### src/rtl/wb_btn_ctrl_if.sv
// Wishbone classic bus bundle for the push-button slot.
// dat_w carries master-to-slave write data, dat_r slave-to-master read data.
interface wb_btn_ctrl_if;
    logic [31:0] adr;
    logic [31:0] dat_w;
    logic [31:0] dat_r;
    logic [3:0]  sel;
    logic        we;
    logic        cyc;
    logic        stb;
    logic [2:0]  cti;
    logic [1:0]  bte;
    logic        ack;
    logic        err;
    logic        rty;

    modport master (
        output adr, dat_w, sel, we, cyc, stb, cti, bte,
        input  dat_r, ack, err, rty
    );

    modport slave (
        input  adr, dat_w, sel, we, cyc, stb, cti, bte,
        output dat_r, ack, err, rty
    );
endinterface

### src/rtl/wb_btn_ctrl.sv
// Wishbone push-button controller: synchronise, debounce, latch press/release events
// and raise a level interrupt. Every bus access completes in two clocks.
module wb_btn_ctrl #(
    parameter int unsigned NUM_BTN         = 5,
    parameter int unsigned DEBOUNCE_CYCLES = 500000,
    parameter int unsigned CNT_W           = 20
) (
    input  logic               wb_clk_i,
    input  logic               wb_rst_i,
    wb_btn_ctrl_if.slave       bus,
    input  logic [NUM_BTN-1:0] btn_i,
    output logic               irq_o
);

    localparam logic [3:0]       AdrState = 4'h0;
    localparam logic [3:0]       AdrRaw   = 4'h1;
    localparam logic [3:0]       AdrEvent = 4'h2;
    localparam logic [3:0]       AdrIe    = 4'h3;
    localparam logic [3:0]       AdrCtrl  = 4'h4;
    localparam logic [CNT_W-1:0] CntMax   = CNT_W'(DEBOUNCE_CYCLES - 1);
    localparam logic [CNT_W-1:0] CntOne   = CNT_W'(1);

    typedef enum logic {StIdle, StAck} state_e;

    state_e state_q, state_d;

    logic [NUM_BTN-1:0] sync1_q, sync_q;
    logic [NUM_BTN-1:0] stable_q, stable_d;
    logic [CNT_W-1:0]   cnt_q [NUM_BTN];
    logic [CNT_W-1:0]   cnt_d [NUM_BTN];
    logic [NUM_BTN-1:0] event_q, event_d;
    logic [NUM_BTN-1:0] ie_q, ie_d;
    logic               ctrl_q, ctrl_d;
    logic               irq_q;
    logic [31:0]        rdat_q, rdat_d;

    logic [3:0]         reg_sel;
    logic               req;
    logic               wr;
    logic [31:0]        lane_mask;
    logic [31:0]        wdat_m;
    logic [31:0]        rdata;
    logic [NUM_BTN-1:0] ev_set;
    logic [NUM_BTN-1:0] ev_clr;

    // ---------------------------------------------------------------------------------------
    // Input synchroniser and per-button debounce counters
    // ---------------------------------------------------------------------------------------
    always_ff @(posedge wb_clk_i) begin
        if (wb_rst_i) begin
            sync1_q <= '0;
            sync_q  <= '0;
        end else begin
            sync1_q <= btn_i;
            sync_q  <= sync1_q;
        end
    end

    // A differing level must survive CntMax+1 consecutive clocks before it is accepted.
    always_comb begin
        stable_d = stable_q;
        for (int i = 0; i < NUM_BTN; i++) begin
            cnt_d[i] = '0;
            if (sync_q[i] != stable_q[i]) begin
                if (cnt_q[i] == CntMax) begin
                    stable_d[i] = sync_q[i];
                end else begin
                    cnt_d[i] = cnt_q[i] + CntOne;
                end
            end
        end
    end

    always_ff @(posedge wb_clk_i) begin
        if (wb_rst_i) begin
            stable_q <= '0;
            for (int i = 0; i < NUM_BTN; i++) begin
                cnt_q[i] <= '0;
            end
        end else begin
            stable_q <= stable_d;
            for (int i = 0; i < NUM_BTN; i++) begin
                cnt_q[i] <= cnt_d[i];
            end
        end
    end

    // ---------------------------------------------------------------------------------------
    // Bus decode
    // ---------------------------------------------------------------------------------------
    assign reg_sel = bus.adr[5:2];
    assign req     = bus.cyc & bus.stb & ~bus.ack;
    assign wr      = req & bus.we;

    always_comb begin
        lane_mask = '0;
        for (int k = 0; k < 4; k++) begin
            lane_mask[8*k +: 8] = {8{bus.sel[k]}};
        end
    end

    assign wdat_m = bus.dat_w & lane_mask;

    // ---------------------------------------------------------------------------------------
    // Event, enable and control registers
    // ---------------------------------------------------------------------------------------
    always_comb begin
        ev_set = (stable_d & ~stable_q) | ((~stable_d & stable_q) & {NUM_BTN{ctrl_q}});
        ev_clr = (wr && reg_sel == AdrEvent) ? wdat_m[NUM_BTN-1:0] : '0;
        // Hardware set is applied after the clear so a coincident event is never lost.
        event_d = (event_q & ~ev_clr) | ev_set;

        ie_d = ie_q;
        if (wr && reg_sel == AdrIe) begin
            ie_d = (ie_q & ~lane_mask[NUM_BTN-1:0]) | wdat_m[NUM_BTN-1:0];
        end

        ctrl_d = ctrl_q;
        if (wr && reg_sel == AdrCtrl && bus.sel[0]) begin
            ctrl_d = bus.dat_w[0];
        end
    end

    always_ff @(posedge wb_clk_i) begin
        if (wb_rst_i) begin
            event_q <= '0;
            ie_q    <= '0;
            ctrl_q  <= 1'b0;
            irq_q   <= 1'b0;
        end else begin
            event_q <= event_d;
            ie_q    <= ie_d;
            ctrl_q  <= ctrl_d;
            irq_q   <= |(event_q & ie_q);
        end
    end

    assign irq_o = irq_q;

    // ---------------------------------------------------------------------------------------
    // Read mux and acknowledge sequencing
    // ---------------------------------------------------------------------------------------
    always_comb begin
        rdata = '0;
        case (reg_sel)
            AdrState: rdata[NUM_BTN-1:0] = stable_q;
            AdrRaw:   rdata[NUM_BTN-1:0] = sync_q;
            AdrEvent: rdata[NUM_BTN-1:0] = event_q;
            AdrIe:    rdata[NUM_BTN-1:0] = ie_q;
            AdrCtrl:  rdata[0]           = ctrl_q;
            default:  rdata              = '0;
        endcase
    end

    always_comb begin
        state_d = state_q;
        rdat_d  = '0;
        case (state_q)
            StIdle: begin
                if (req) begin
                    state_d = StAck;
                    if (!bus.we) begin
                        rdat_d = rdata;
                    end
                end
            end
            StAck:   state_d = StIdle;
            default: state_d = StIdle;
        endcase
    end

    always_ff @(posedge wb_clk_i) begin
        if (wb_rst_i) begin
            state_q <= StIdle;
            rdat_q  <= '0;
        end else begin
            state_q <= state_d;
            rdat_q  <= rdat_d;
        end
    end

    assign bus.ack   = (state_q == StAck);
    assign bus.dat_r = bus.ack ? rdat_q : '0;
    assign bus.err   = 1'b0;
    assign bus.rty   = 1'b0;

    // Burst hints, undecoded address bits and masked-off data bits are intentionally ignored.
    logic unused_bus;
    assign unused_bus = ^{bus.cti, bus.bte, bus.adr[31:6], bus.adr[1:0], wdat_m};

endmodule

### src/flat_wrapper.sv
// flat-port wrapper written by rule: the top's interface ports become plain ports
module wb_btn_ctrl_flat 
#(
    parameter int unsigned NUM_BTN         = 5,
    parameter int unsigned DEBOUNCE_CYCLES = 500000,
    parameter int unsigned CNT_W           = 20
)
  (wb_clk_i, wb_rst_i, btn_i, irq_o, bus_adr, bus_dat_w, bus_sel, bus_we, bus_cyc, bus_stb, bus_cti, bus_bte, bus_dat_r, bus_ack, bus_err, bus_rty);
  wb_btn_ctrl_if bus_i ();
  input  logic wb_clk_i;
  input  logic wb_rst_i;
  input  logic [NUM_BTN-1:0] btn_i;
  output logic irq_o;
  input wire logic [$bits(bus_i.adr)-1:0] bus_adr;
  input wire logic [$bits(bus_i.dat_w)-1:0] bus_dat_w;
  input wire logic [$bits(bus_i.sel)-1:0] bus_sel;
  input wire logic [$bits(bus_i.we)-1:0] bus_we;
  input wire logic [$bits(bus_i.cyc)-1:0] bus_cyc;
  input wire logic [$bits(bus_i.stb)-1:0] bus_stb;
  input wire logic [$bits(bus_i.cti)-1:0] bus_cti;
  input wire logic [$bits(bus_i.bte)-1:0] bus_bte;
  output wire logic [$bits(bus_i.dat_r)-1:0] bus_dat_r;
  output wire logic [$bits(bus_i.ack)-1:0] bus_ack;
  output wire logic [$bits(bus_i.err)-1:0] bus_err;
  output wire logic [$bits(bus_i.rty)-1:0] bus_rty;
  assign bus_i.adr = bus_adr;
  assign bus_i.dat_w = bus_dat_w;
  assign bus_i.sel = bus_sel;
  assign bus_i.we = bus_we;
  assign bus_i.cyc = bus_cyc;
  assign bus_i.stb = bus_stb;
  assign bus_i.cti = bus_cti;
  assign bus_i.bte = bus_bte;
  assign bus_dat_r = bus_i.dat_r;
  assign bus_ack = bus_i.ack;
  assign bus_err = bus_i.err;
  assign bus_rty = bus_i.rty;
  wb_btn_ctrl #(.NUM_BTN(NUM_BTN), .DEBOUNCE_CYCLES(DEBOUNCE_CYCLES), .CNT_W(CNT_W)) u_core (.wb_clk_i(wb_clk_i), .wb_rst_i(wb_rst_i), .bus(bus_i), .btn_i(btn_i), .irq_o(irq_o));
endmodule
### config.mk
export PLATFORM = sky130hd
export DESIGN_NAME = wb_btn_ctrl_flat
export DESIGN_NICKNAME = d
export VERILOG_FILES = /design/src/rtl/wb_btn_ctrl_if.sv /design/src/rtl/wb_btn_ctrl.sv /design/src/flat_wrapper.sv
export SDC_FILE = /design/constraint.sdc
export NUM_CORES = 1
export LEC_CHECK = 0
export CAP_MARGIN = 20
export CORE_MARGIN = 8
export CORE_UTILIZATION = 40
export CTS_CLUSTER_SIZE = 25
export DETAILED_ROUTE_END_ITERATION = 6
export GPL_ROUTABILITY_DRIVEN = 0
export PLACE_DENSITY = 0.61
export SYNTH_ARGS = -nofsm -noshare
export SYNTH_HDL_FRONTEND = slang
export SYNTH_SLANG_ARGS = --single-unit
### constraint.sdc
create_clock -name wb_clk_i -period 2.3 [get_ports wb_clk_i]
set_input_delay 0.46 -clock wb_clk_i [delete_from_list [all_inputs] [get_ports wb_clk_i]]
set_output_delay 0.46 -clock wb_clk_i [all_outputs]
set_load 0.005 [all_outputs]
Word level (Yosys, flattened, before mapping)
Memory sizes are Yosys's and may differ from the RTL's.
Cells that the tools add are included.
Word-level totals
  input bits: 83
  register bits after elaboration: 60
  bits in writable memories: 100
  output and inout bits: 36
  word-level logic and storage cells: 96
  memories: 1
Memories
  u_core.cnt_q: depth 5, width 20, read ports 5, clocked after Yosys merged registers in 0, write ports 5, RTL line wb_btn_ctrl.sv:29  | logic [CNT_W-1:0] cnt_q [NUM_BTN];
Operators by class
  reductions and logical operators: 8
  eq/ne operators: 14
  bitwise gates (word level): 24
  add/sub/neg operators: 5
  muxes and demuxes: 34
Operators with widths (count)
  2-to-1 mux 20 bit: 15
  adder 20 x 1 -> 20 bit, second input constant: 5
  == test 20 x 19 -> 1 bit, second input constant: 5
  AND 5 bit: 7
  2-to-1 mux 32 bit: 1
  NOT 5 bit: 4
  one-hot mux 4 bit (4 select lines): 1
  OR 5 bit: 3
  2-to-1 mux 1 bit: 14
  == test 4 x 2 -> 1 bit, second input constant: 2
  2-to-1 mux 5 bit: 1
  inequality test 1 bit: 5
  OR 1 bit: 5
  one-hot mux 1 bit (5 select lines): 1
  OR reduction 5 bit: 1
  == test 4 x 1 -> 1 bit, second input constant: 1
  == test 4 x 3 -> 1 bit, second input constant: 1
  logical AND 1 bit: 4
  logical NOT 4 bit: 1
  OR reduction 4 bit: 1
  AND 1 bit: 3
  OR reduction 3 bit: 1
  NOT 1 bit: 2
  one-hot mux 1 bit (2 select lines): 1

Depth between registers and ports, before layout
Gate-level depths: netlist of the first run.
An unclocked memory read counts as a cell.
  depth in word-level cells: 9
  gate-level depth with buffers: 6

Least setup slack after synthesis of the first run
Ideal clock, no wire load.
  kind: register -> register
  start: memory u_core.cnt_q[2][0] (netlist: u_core.cnt_q[0][40])
  end: memory u_core.cnt_q[2][18] (netlist: u_core.cnt_q[0][58])
  data arrival time: 1.855 ns
  slack: 0.375 ns
  stages on the path, launching flop included: 6
  clock period less this slack: 1.925 ns
  library setup time: 0.071 ns
  path through: dfxtp_1 ha_1 nand4_4 or4_4 or4_1 a21oi_1
RTL lines (RTL line)
  from (decl): wb_btn_ctrl.sv:29

==> metrics.txt, run 1 <==
# TYPE chip_impl_metric gauge
chip_impl_metric{name="die_h",unit="microns"} 141
chip_impl_metric{name="placed_area",unit="sq um"} 6720
chip_impl_metric{name="synthDominantCellAreaShare",unit="%"} 42.6
chip_impl_metric{name="cts_repair_resize_count",unit=""} 0
chip_impl_metric{name="delay_of_the_slowest_critical_path_stage",unit="ps"} 580
chip_impl_metric{name="max-vdd-ir-drop",unit="mV"} 0.541
chip_impl_metric{name="critical_path_arrival",unit="ps"} 2400
chip_impl_metric{name="core",unit="sq um"} 15300
chip_impl_metric{name="ys_warn_count",unit=""} 0
chip_impl_info{name="synthTopCellsByCount",value="sky130_fd_sc_hd__dfxtp_1, sky130_fd_sc_hd__nor2_1, sky130_fd_sc_hd__xnor2_1"} 1
chip_impl_metric{name="report.power.total",unit="mW"} 5.05
chip_impl_metric{name="net_total_in_the_final_layout",unit=""} 830
chip_impl_metric{name="instances_no_fill",unit=""} 966
chip_impl_info{name="path_class",value="reg -> reg"} 1
chip_impl_metric{name="cts_post_setup_buffers_inserted",unit=""} 0
chip_impl_metric{name="detail-route-antenna-nets",unit=""} 0
chip_impl_metric{name="post_synth.cell_area_avg",unit="sq um"} 8.98
chip_impl_metric{name="hold_viol",unit=""} 0
chip_impl_metric{name="detail_route.first_pass.iterations",unit=""} 5
chip_impl_metric{name="floorplan.initialDensity",unit="%"} 41.0
chip_impl_metric{name="critical_path_peak_fanout",unit=""} 5
chip_impl_metric{name="die_width",unit="microns"} 141
chip_impl_metric{name="syn-instance-count",unit=""} 697
chip_impl_metric{name="cts.hold.buffers_added",unit=""} 0
chip_impl_metric{name="numPortBuffers",unit=""} 26
chip_impl_info{name="grt_setup_unrepaired",value="no"} 1
chip_impl_metric{name="share_of_flip_flops_with_an_asynchronous_set_or_reset_after_synthesis",unit="%"} 0
chip_impl_metric{name="critical_path.n_buffers_inverters",unit=""} 0
chip_impl_metric{name="post-dp-hpwl",unit="microns"} 9470
chip_impl_metric{name="cts-htree-levels",unit=""} 4
chip_impl_metric{name="max_cap_viols",unit=""} 0
chip_impl_metric{name="timing.fmax",unit="GHz"} 0.490
chip_impl_metric{name="grt_pass1_wl",unit="microns"} 22100
chip_impl_metric{name="number_of_global_route_vias_before_repair",unit=""} 4685
chip_impl_metric{name="grt_start_max_net_pins",unit=""} 20
chip_impl_metric{name="final_core_util",unit="%"} 47.7
chip_impl_metric{name="worst-r2r-setup-slack",unit="ps"} 260
chip_impl_metric{name="power.static_leakage",unit="nW"} 2.25
chip_impl_metric{name="dr.first_iter.drc_count",unit=""} 276
chip_impl_metric{name="worst_pin_slew",unit="ps"} 643
chip_impl_info{name="cp_slowest_cell",value="sky130_fd_sc_hd__or4_4"} 1
chip_impl_metric{name="finalCriticalPeriod",unit="ps"} 2040
chip_impl_metric{name="die_area",unit="sq um"} 19900
chip_impl_metric{name="overflow",unit=""} 0
chip_impl_info{name="synth.largest_area_cell",value="sky130_fd_sc_hd__dfxtp_1"} 1
chip_impl_info{name="path_delay_family",value="simple AND/OR/NAND/NOR gates"} 1
chip_impl_metric{name="pwr_density_cell",unit="nW/um^2"} 693
chip_impl_metric{name="antenna_cells",unit=""} 0
chip_impl_metric{name="grt_usage",unit="%"} 13.6
chip_impl_info{name="crit_end_category",value="register"} 1
chip_impl_metric{name="wl",unit="microns"} 13100
chip_impl_metric{name="floorplan.io_pins",unit=""} 119
chip_impl_metric{name="layout-drive-gt1-share",unit="%"} 10.1
chip_impl_metric{name="std_cell_rows",unit=""} 45
chip_impl_info{name="path_cells",value="ha_1 > nand4_4 > or4_4 > or4_1 > a21oi_1"} 1
chip_impl_metric{name="tns",unit="ps"} 0
chip_impl_metric{name="relSlewSlack",unit="%"} 56.9
chip_impl_metric{name="seq_area_frac_synth",unit="%"} 42.6
chip_impl_info{name="hold_class",value="reg -> reg"} 1
chip_impl_metric{name="avgViaCountPerCell",unit=""} 5.10
chip_impl_metric{name="synth_edf_count",unit=""} 0
chip_impl_metric{name="dpl.cell_count",unit=""} 934
chip_impl_metric{name="number_of_cts_inserted_buffers",unit=""} 17
chip_impl_info{name="synth_top_flop_cell",value="sky130_fd_sc_hd__dfxtp_1"} 1
chip_impl_metric{name="wire_per_inst",unit="microns"} 13.6
chip_impl_metric{name="post-route-period-util",unit="%"} 88.7
chip_impl_metric{name="clock_skew",unit="ps"} 6.09
chip_impl_metric{name="clock_sink_count",unit=""} 133
chip_impl_metric{name="flow.area_growth_from_synthesis",unit="%"} 16.5
chip_impl_info{name="cp-start-kind",value="register"} 1
chip_impl_info{name="yosysMostFrequentCell",value="sky130_fd_sc_hd__dfxtp_1"} 1
chip_impl_info{name="cts_root_buffer",value="sky130_fd_sc_hd__clkbuf_16"} 1
chip_impl_metric{name="finalSetupViolCount",unit=""} 0
chip_impl_metric{name="post_route_standard_cell_area_excluding_fillers",unit="sq um"} 7290
chip_impl_metric{name="timing_max_transition_violations_final",unit=""} 0
chip_impl_metric{name="ys_seq_elements",unit=""} 133
chip_impl_info{name="synth_top_cells_by_area",value="sky130_fd_sc_hd__dfxtp_1, sky130_fd_sc_hd__xnor2_1, sky130_fd_sc_hd__nor2_1, sky130_fd_sc_hd__buf_4, sky130_fd_sc_hd__nand3_1"} 1
chip_impl_metric{name="synth_cell_types",unit=""} 58
chip_impl_metric{name="via_count",unit=""} 4923
chip_impl_metric{name="insertion_delay",unit="ps"} 430
chip_impl_metric{name="cts.clk_slew.worst_paths",unit="ps"} 60
chip_impl_info{name="outcome",value="finished, final reports clean"} 1
chip_impl_metric{name="critical_path_required",unit="ps"} 2660
chip_impl_info{name="cts_tree",value="built"} 1
chip_impl_metric{name="cts_buffer_depth",unit=""} 2
chip_impl_metric{name="syn-cell-area",unit="sq um"} 6260
chip_impl_metric{name="post-route-drc-count",unit=""} 0
chip_impl_metric{name="grt_antenna_before_repair",unit=""} 1
[logic make-up after synthesis]
kind of cell / after synthesis / synth area share (%)
xor+xnor: 74 / 10.4
flops: 133 / 42.6
mux: 19 / 4.04
fa+ha+maj: 5 / 1.00
buf+inv: 64 / 5.88
simple gates: 346 / 30.1
other cells: 1 / 0.0599
compound gates: 55 / 6.04
[layer usage]
layer / vias to the layer above / part of all wire (%) / GRT usage [%]
li1: 2499 / - / -
met1: 2288 / 47 / 16.5
met2: 118 / 45 / 21.0
met3: 16 / 6.7 / 5.81
met4: 2 / 1.2 / 5.26
met5: - / 0.099 / 0
[registers in the layout, indices dropped and copies added (netlist names), named ones only]
register	cells
u_core.sync1_q	5
u_core.sync_q	5
u_core.ctrl_q	1
u_core.irq_o	1
u_core.rdat_q	5
u_core.stable_q	5
u_core.event_q	5
u_core.bus.ack	1
u_core.cnt_q	100
[worst paths after layout]
| path | startpoint | endpoint | cells past startpoint |
|---|---|---|---|
| max | u_core.cnt_q[0][40]$_SDFF_PP0_ | u_core.cnt_q[0][58]$_SDFF_PP0_ | 5 |
| min | u_core.sync1_q[3]$_SDFF_PP0_ | u_core.sync_q[3]$_SDFF_PP0_ | 1 |
| max reg2reg | u_core.cnt_q[0][40]$_SDFF_PP0_ | u_core.cnt_q[0][58]$_SDFF_PP0_ | 5 |
| min reg2reg | u_core.sync1_q[3]$_SDFF_PP0_ | u_core.sync_q[3]$_SDFF_PP0_ | 1 |
[area by class of cell]
cell class                 instances  area [sq um]
clock buffer                      17           425
fill                            1460          7970
sequential                       133          2660
multi-input combinational        528          3330
tap                              211           264
inverter                          19          71.3
clock inverter                    15           144
timing repair buffer              43           388
[through the flow]
stage	setup slack, ps	hold WS, ps
after global placement	138	434
final	259	442
after CTS	258	440
after floorplan	375	414
after global routing	164	468
after detailed placement	76.9	428
[cell usage in the layout (no fill, tap or decap), types with 15 or more instances in the layout]
master | synthesis | routed
sky130_fd_sc_hd__buf_4 | 29 | 17
sky130_fd_sc_hd__dfxtp_1 | 133 | 133
sky130_fd_sc_hd__nand2_1 | 38 | 38
sky130_fd_sc_hd__inv_1 | 19 | 19
sky130_fd_sc_hd__clkbuf_16 | 0 | 17
sky130_fd_sc_hd__nor2_1 | 108 | 108
sky130_fd_sc_hd__nand4_1 | 25 | 25
sky130_fd_sc_hd__conb_1 | 1 | 29
sky130_fd_sc_hd__xnor2_1 | 59 | 59
sky130_fd_sc_hd__a21oi_1 | 22 | 22
sky130_fd_sc_hd__nand3_1 | 38 | 38
sky130_fd_sc_hd__clkdlybuf4s50_1 | 0 | 26
sky130_fd_sc_hd__xor2_1 | 15 | 15
sky130_fd_sc_hd__nor4_1 | 26 | 26
sky130_fd_sc_hd__nor3_1 | 23 | 23
[where the power goes]
group	leakage, nW	internal [mW]	switching [mW]	total, mW
Sequential	1.07	2.32	0.00902	2.32
Clock	0.268	1.51	1.09	2.60
Combinational	0.911	0.0618	0.0685	0.130
No activity file was read; power rests on OpenSTA's default activity.
==> run 2, diff against run 1 <==
--- a/config.mk
+++ b/config.mk
@@ -6,12 +6,14 @@
 export NUM_CORES = 1
 export LEC_CHECK = 0
 export CAP_MARGIN = 20
+export CELL_PAD_IN_SITES_DETAIL_PLACEMENT = 0
+export CELL_PAD_IN_SITES_GLOBAL_PLACEMENT = 1
 export CORE_MARGIN = 8
-export CORE_UTILIZATION = 40
+export CORE_UTILIZATION = 39
 export CTS_CLUSTER_SIZE = 25
 export DETAILED_ROUTE_END_ITERATION = 6
 export GPL_ROUTABILITY_DRIVEN = 0
-export PLACE_DENSITY = 0.61
+export PLACE_DENSITY = 0.76
 export SYNTH_ARGS = -nofsm -noshare
 export SYNTH_HDL_FRONTEND = slang
 export SYNTH_SLANG_ARGS = --single-unit
==> metrics.txt, run 2 (synthesis gave the netlist of run 1 again) <==
# TYPE chip_impl_metric gauge
chip_impl_metric{name="dpl.cell_count",unit=""} 938
chip_impl_info{name="grt_setup_unrepaired",value="no"} 1
chip_impl_metric{name="largest_register_ffs",unit=""} 100
chip_impl_metric{name="worst-r2r-setup-slack",unit="ps"} 260
chip_impl_info{name="cp-start-kind",value="register"} 1
chip_impl_metric{name="flow.area_growth_from_synthesis",unit="%"} 16.3
chip_impl_metric{name="max-vdd-ir-drop",unit="mV"} 0.509
chip_impl_metric{name="tns",unit="ps"} 0
chip_impl_info{name="layout.cells.most_common",value="sky130_fd_sc_hd__dfxtp_1"} 1
chip_impl_info{name="cts_root_buffer",value="sky130_fd_sc_hd__clkbuf_16"} 1
chip_impl_metric{name="power_switching_share",unit="%"} 21.6
chip_impl_metric{name="cts_post_setup_buffers_inserted",unit=""} 0
chip_impl_info{name="path_class",value="reg -> reg"} 1
chip_impl_metric{name="std_cell_rows",unit=""} 46
chip_impl_metric{name="p_comb_share",unit="%"} 2.6
chip_impl_metric{name="filler_cell_count_in_the_final_layout",unit=""} 1525
chip_impl_metric{name="clock_skew",unit="ps"} 5.86
chip_impl_metric{name="post-dp-hpwl",unit="microns"} 9440
chip_impl_metric{name="finalCriticalPeriod",unit="ps"} 2040
chip_impl_metric{name="detail_route.first_pass.iterations",unit=""} 4
chip_impl_info{name="cts_tree",value="built"} 1
chip_impl_metric{name="worst_hold_path.num_cells",unit=""} 1
chip_impl_metric{name="floorplan.initialDensity",unit="%"} 39.7
chip_impl_metric{name="cts.clk_slew.worst_paths",unit="ps"} 60
chip_impl_metric{name="layout.area.seq",unit="sq um"} 2660
chip_impl_metric{name="number_of_global_route_vias_before_repair",unit=""} 4657
chip_impl_metric{name="report.power.total",unit="mW"} 4.98
chip_impl_metric{name="die_width",unit="microns"} 143
chip_impl_metric{name="wl",unit="microns"} 12900
chip_impl_metric{name="timing_max_transition_violations_final",unit=""} 0
chip_impl_metric{name="timing.fmax",unit="GHz"} 0.491
chip_impl_metric{name="relSlewSlack",unit="%"} 56.6
chip_impl_metric{name="die_h",unit="microns"} 143
chip_impl_info{name="worstHoldEndpoint",value="u_core.sync_q[3]$_SDFF_PP0_"} 1
chip_impl_metric{name="worstRegToRegCells",unit=""} 5
chip_impl_info{name="crit_end_category",value="register"} 1
chip_impl_metric{name="pre_cts_slack",unit="ps"} 92.4
chip_impl_metric{name="post_route_standard_cell_area_excluding_fillers",unit="sq um"} 7280
chip_impl_metric{name="numPortBuffers",unit=""} 26
chip_impl_metric{name="clock_sink_count",unit=""} 133
chip_impl_metric{name="power_frac_seq",unit="%"} 46.7
chip_impl_metric{name="number_of_cts_inserted_buffers",unit=""} 17
chip_impl_metric{name="die_area",unit="sq um"} 20400
chip_impl_metric{name="critical_path_arrival",unit="ps"} 2390
chip_impl_metric{name="layout-drive-gt1-share",unit="%"} 9.83
chip_impl_metric{name="antenna_cells",unit=""} 0
chip_impl_info{name="hold_class",value="reg -> reg"} 1
chip_impl_metric{name="critical_path_required",unit="ps"} 2650
chip_impl_metric{name="hold_viol",unit=""} 0
chip_impl_metric{name="post-route-drc-count",unit=""} 0
chip_impl_metric{name="dr.first_iter.drc_count",unit=""} 226
chip_impl_metric{name="clock_share_of_power",unit="%"} 50.8
chip_impl_metric{name="net_total_in_the_final_layout",unit=""} 829
chip_impl_metric{name="insertion_delay",unit="ps"} 420
chip_impl_metric{name="finalSetupViolCount",unit=""} 0
chip_impl_metric{name="p_sw",unit="mW"} 1.08
chip_impl_metric{name="overflow",unit=""} 0
chip_impl_metric{name="cts_buffer_depth",unit=""} 2
chip_impl_metric{name="detail-route-antenna-nets",unit=""} 0
chip_impl_metric{name="multi_input_area",unit="sq um"} 3330
chip_impl_metric{name="avgViaCountPerCell",unit=""} 5.09
chip_impl_metric{name="via_count",unit=""} 4928
chip_impl_metric{name="cts-htree-levels",unit=""} 4
chip_impl_metric{name="grt_antenna_before_repair",unit=""} 1
chip_impl_metric{name="instances_no_fill",unit=""} 969
chip_impl_metric{name="floorplan.io_pins",unit=""} 119
chip_impl_metric{name="pwr_density_cell",unit="nW/um^2"} 685
chip_impl_metric{name="cts.hold.buffers_added",unit=""} 0
chip_impl_metric{name="cts_repair_resize_count",unit=""} 0
chip_impl_metric{name="critical_path_peak_fanout",unit=""} 5
chip_impl_metric{name="grt_pass1_wl",unit="microns"} 21700
chip_impl_metric{name="grt_usage",unit="%"} 13.2
chip_impl_metric{name="max_cap_viols",unit=""} 0
chip_impl_metric{name="wire_per_inst",unit="microns"} 13.3
chip_impl_metric{name="final_core_util",unit="%"} 46.1
chip_impl_metric{name="grt_start_max_net_pins",unit=""} 22
chip_impl_metric{name="final_worst_hold_slack",unit="ps"} 446
chip_impl_info{name="r2r_end",value="u_core.cnt_q[0][58]$_SDFF_PP0_"} 1
chip_impl_metric{name="internal_power",unit="mW"} 3.91
chip_impl_metric{name="power.static_leakage",unit="nW"} 2.25
chip_impl_info{name="worst_hold_launch",value="u_core.sync1_q[3]$_SDFF_PP0_"} 1
chip_impl_metric{name="core",unit="sq um"} 15800
chip_impl_metric{name="postLayoutSetupSlackWorst",unit="ps"} 263
chip_impl_info{name="mostFrequentLayoutCells",value="sky130_fd_sc_hd__dfxtp_1, sky130_fd_sc_hd__nor2_1, sky130_fd_sc_hd__xnor2_1"} 1
chip_impl_metric{name="post-route-period-util",unit="%"} 88.6
chip_impl_metric{name="worst_pin_slew",unit="ps"} 647
chip_impl_info{name="outcome",value="finished, final reports clean"} 1
chip_impl_metric{name="placed_area",unit="sq um"} 6720
chip_impl_info{name="critical_path.reg2reg.startpoint",value="u_core.cnt_q[0][40]$_SDFF_PP0_"} 1
chip_impl_info{name="regMostFlops",value="u_core.cnt_q"} 1
[run 2: cell types whose count changed in the layout (fill, tap and decap cells not counted), sizes merged]
cell,change
inv,-7
clkinv,+5
clkbuf,+2
buf,-1
clkinvlp,-1
[run 2: worst max path at each step]
| stage | depth (start not counted) | startpoint | endpoint |
|---|---|---|---|
| 6_report | 5 | u_core.cnt_q[0][40]$_SDFF_PP0_ | u_core.cnt_q[0][58]$_SDFF_PP0_ |
| 3_3_place_gp | 5 | bus_adr[4] | u_core.ctrl_q$_SDFFE_PP0P_ |
| 5_1_grt | 5 | u_core.cnt_q[0][40]$_SDFF_PP0_ | u_core.cnt_q[0][58]$_SDFF_PP0_ |
| 4_1_cts | 5 | u_core.cnt_q[0][40]$_SDFF_PP0_ | u_core.cnt_q[0][58]$_SDFF_PP0_ |
| 2_1_floorplan | 5 | u_core.cnt_q[0][40]$_SDFF_PP0_ | u_core.cnt_q[0][58]$_SDFF_PP0_ |
| 3_5_place_dp | 5 | bus_we | u_core.event_q[2]$_SDFF_PP0_ |
[run 2: layout make-up]
class / instances / share of cell area (%)
Timing Repair Buffer: 42 / 5.23
Clock inverter: 12 / 1.48
Inverter: 19 / 0.980
Tap cell: 216 / 3.71
Multi-Input combinational cell: 528 / 45.8
Sequential cell: 133 / 36.6
Clock buffer: 19 / 6.23
[run 2: power groups by stage]
stage	combinational (mW)	clock (mW)	sequential [mW]
final	0.128	2.53	2.33
after global placement	0.125	0	2.38
after global routing	0.141	2.70	2.33
after floorplan	0.0996	0	2.37
after detailed placement	0.126	0	2.38
after CTS	0.127	2.60	2.33
[run 2: worst max-delay path: stages (launching register included)]
cell	delay, ps
sky130_fd_sc_hd__dfxtp_1	380
sky130_fd_sc_hd__ha_1	290
sky130_fd_sc_hd__nand4_4	170
sky130_fd_sc_hd__or4_4	580
sky130_fd_sc_hd__or4_1	400
sky130_fd_sc_hd__a21oi_1	140
[run 2: metal layers]
metal  vias to the layer above  routed length (microns)  GRT usage, %  share of wire (%)
met3                        18                      813          4.61                6.3
met5                         -                       13             0               0.10
met2                        96                     5810          20.6                 45
met4                         2                      183          5.03                1.4
met1                      2319                     6100          16.3                 47
li1                       2493                        -             -                  -
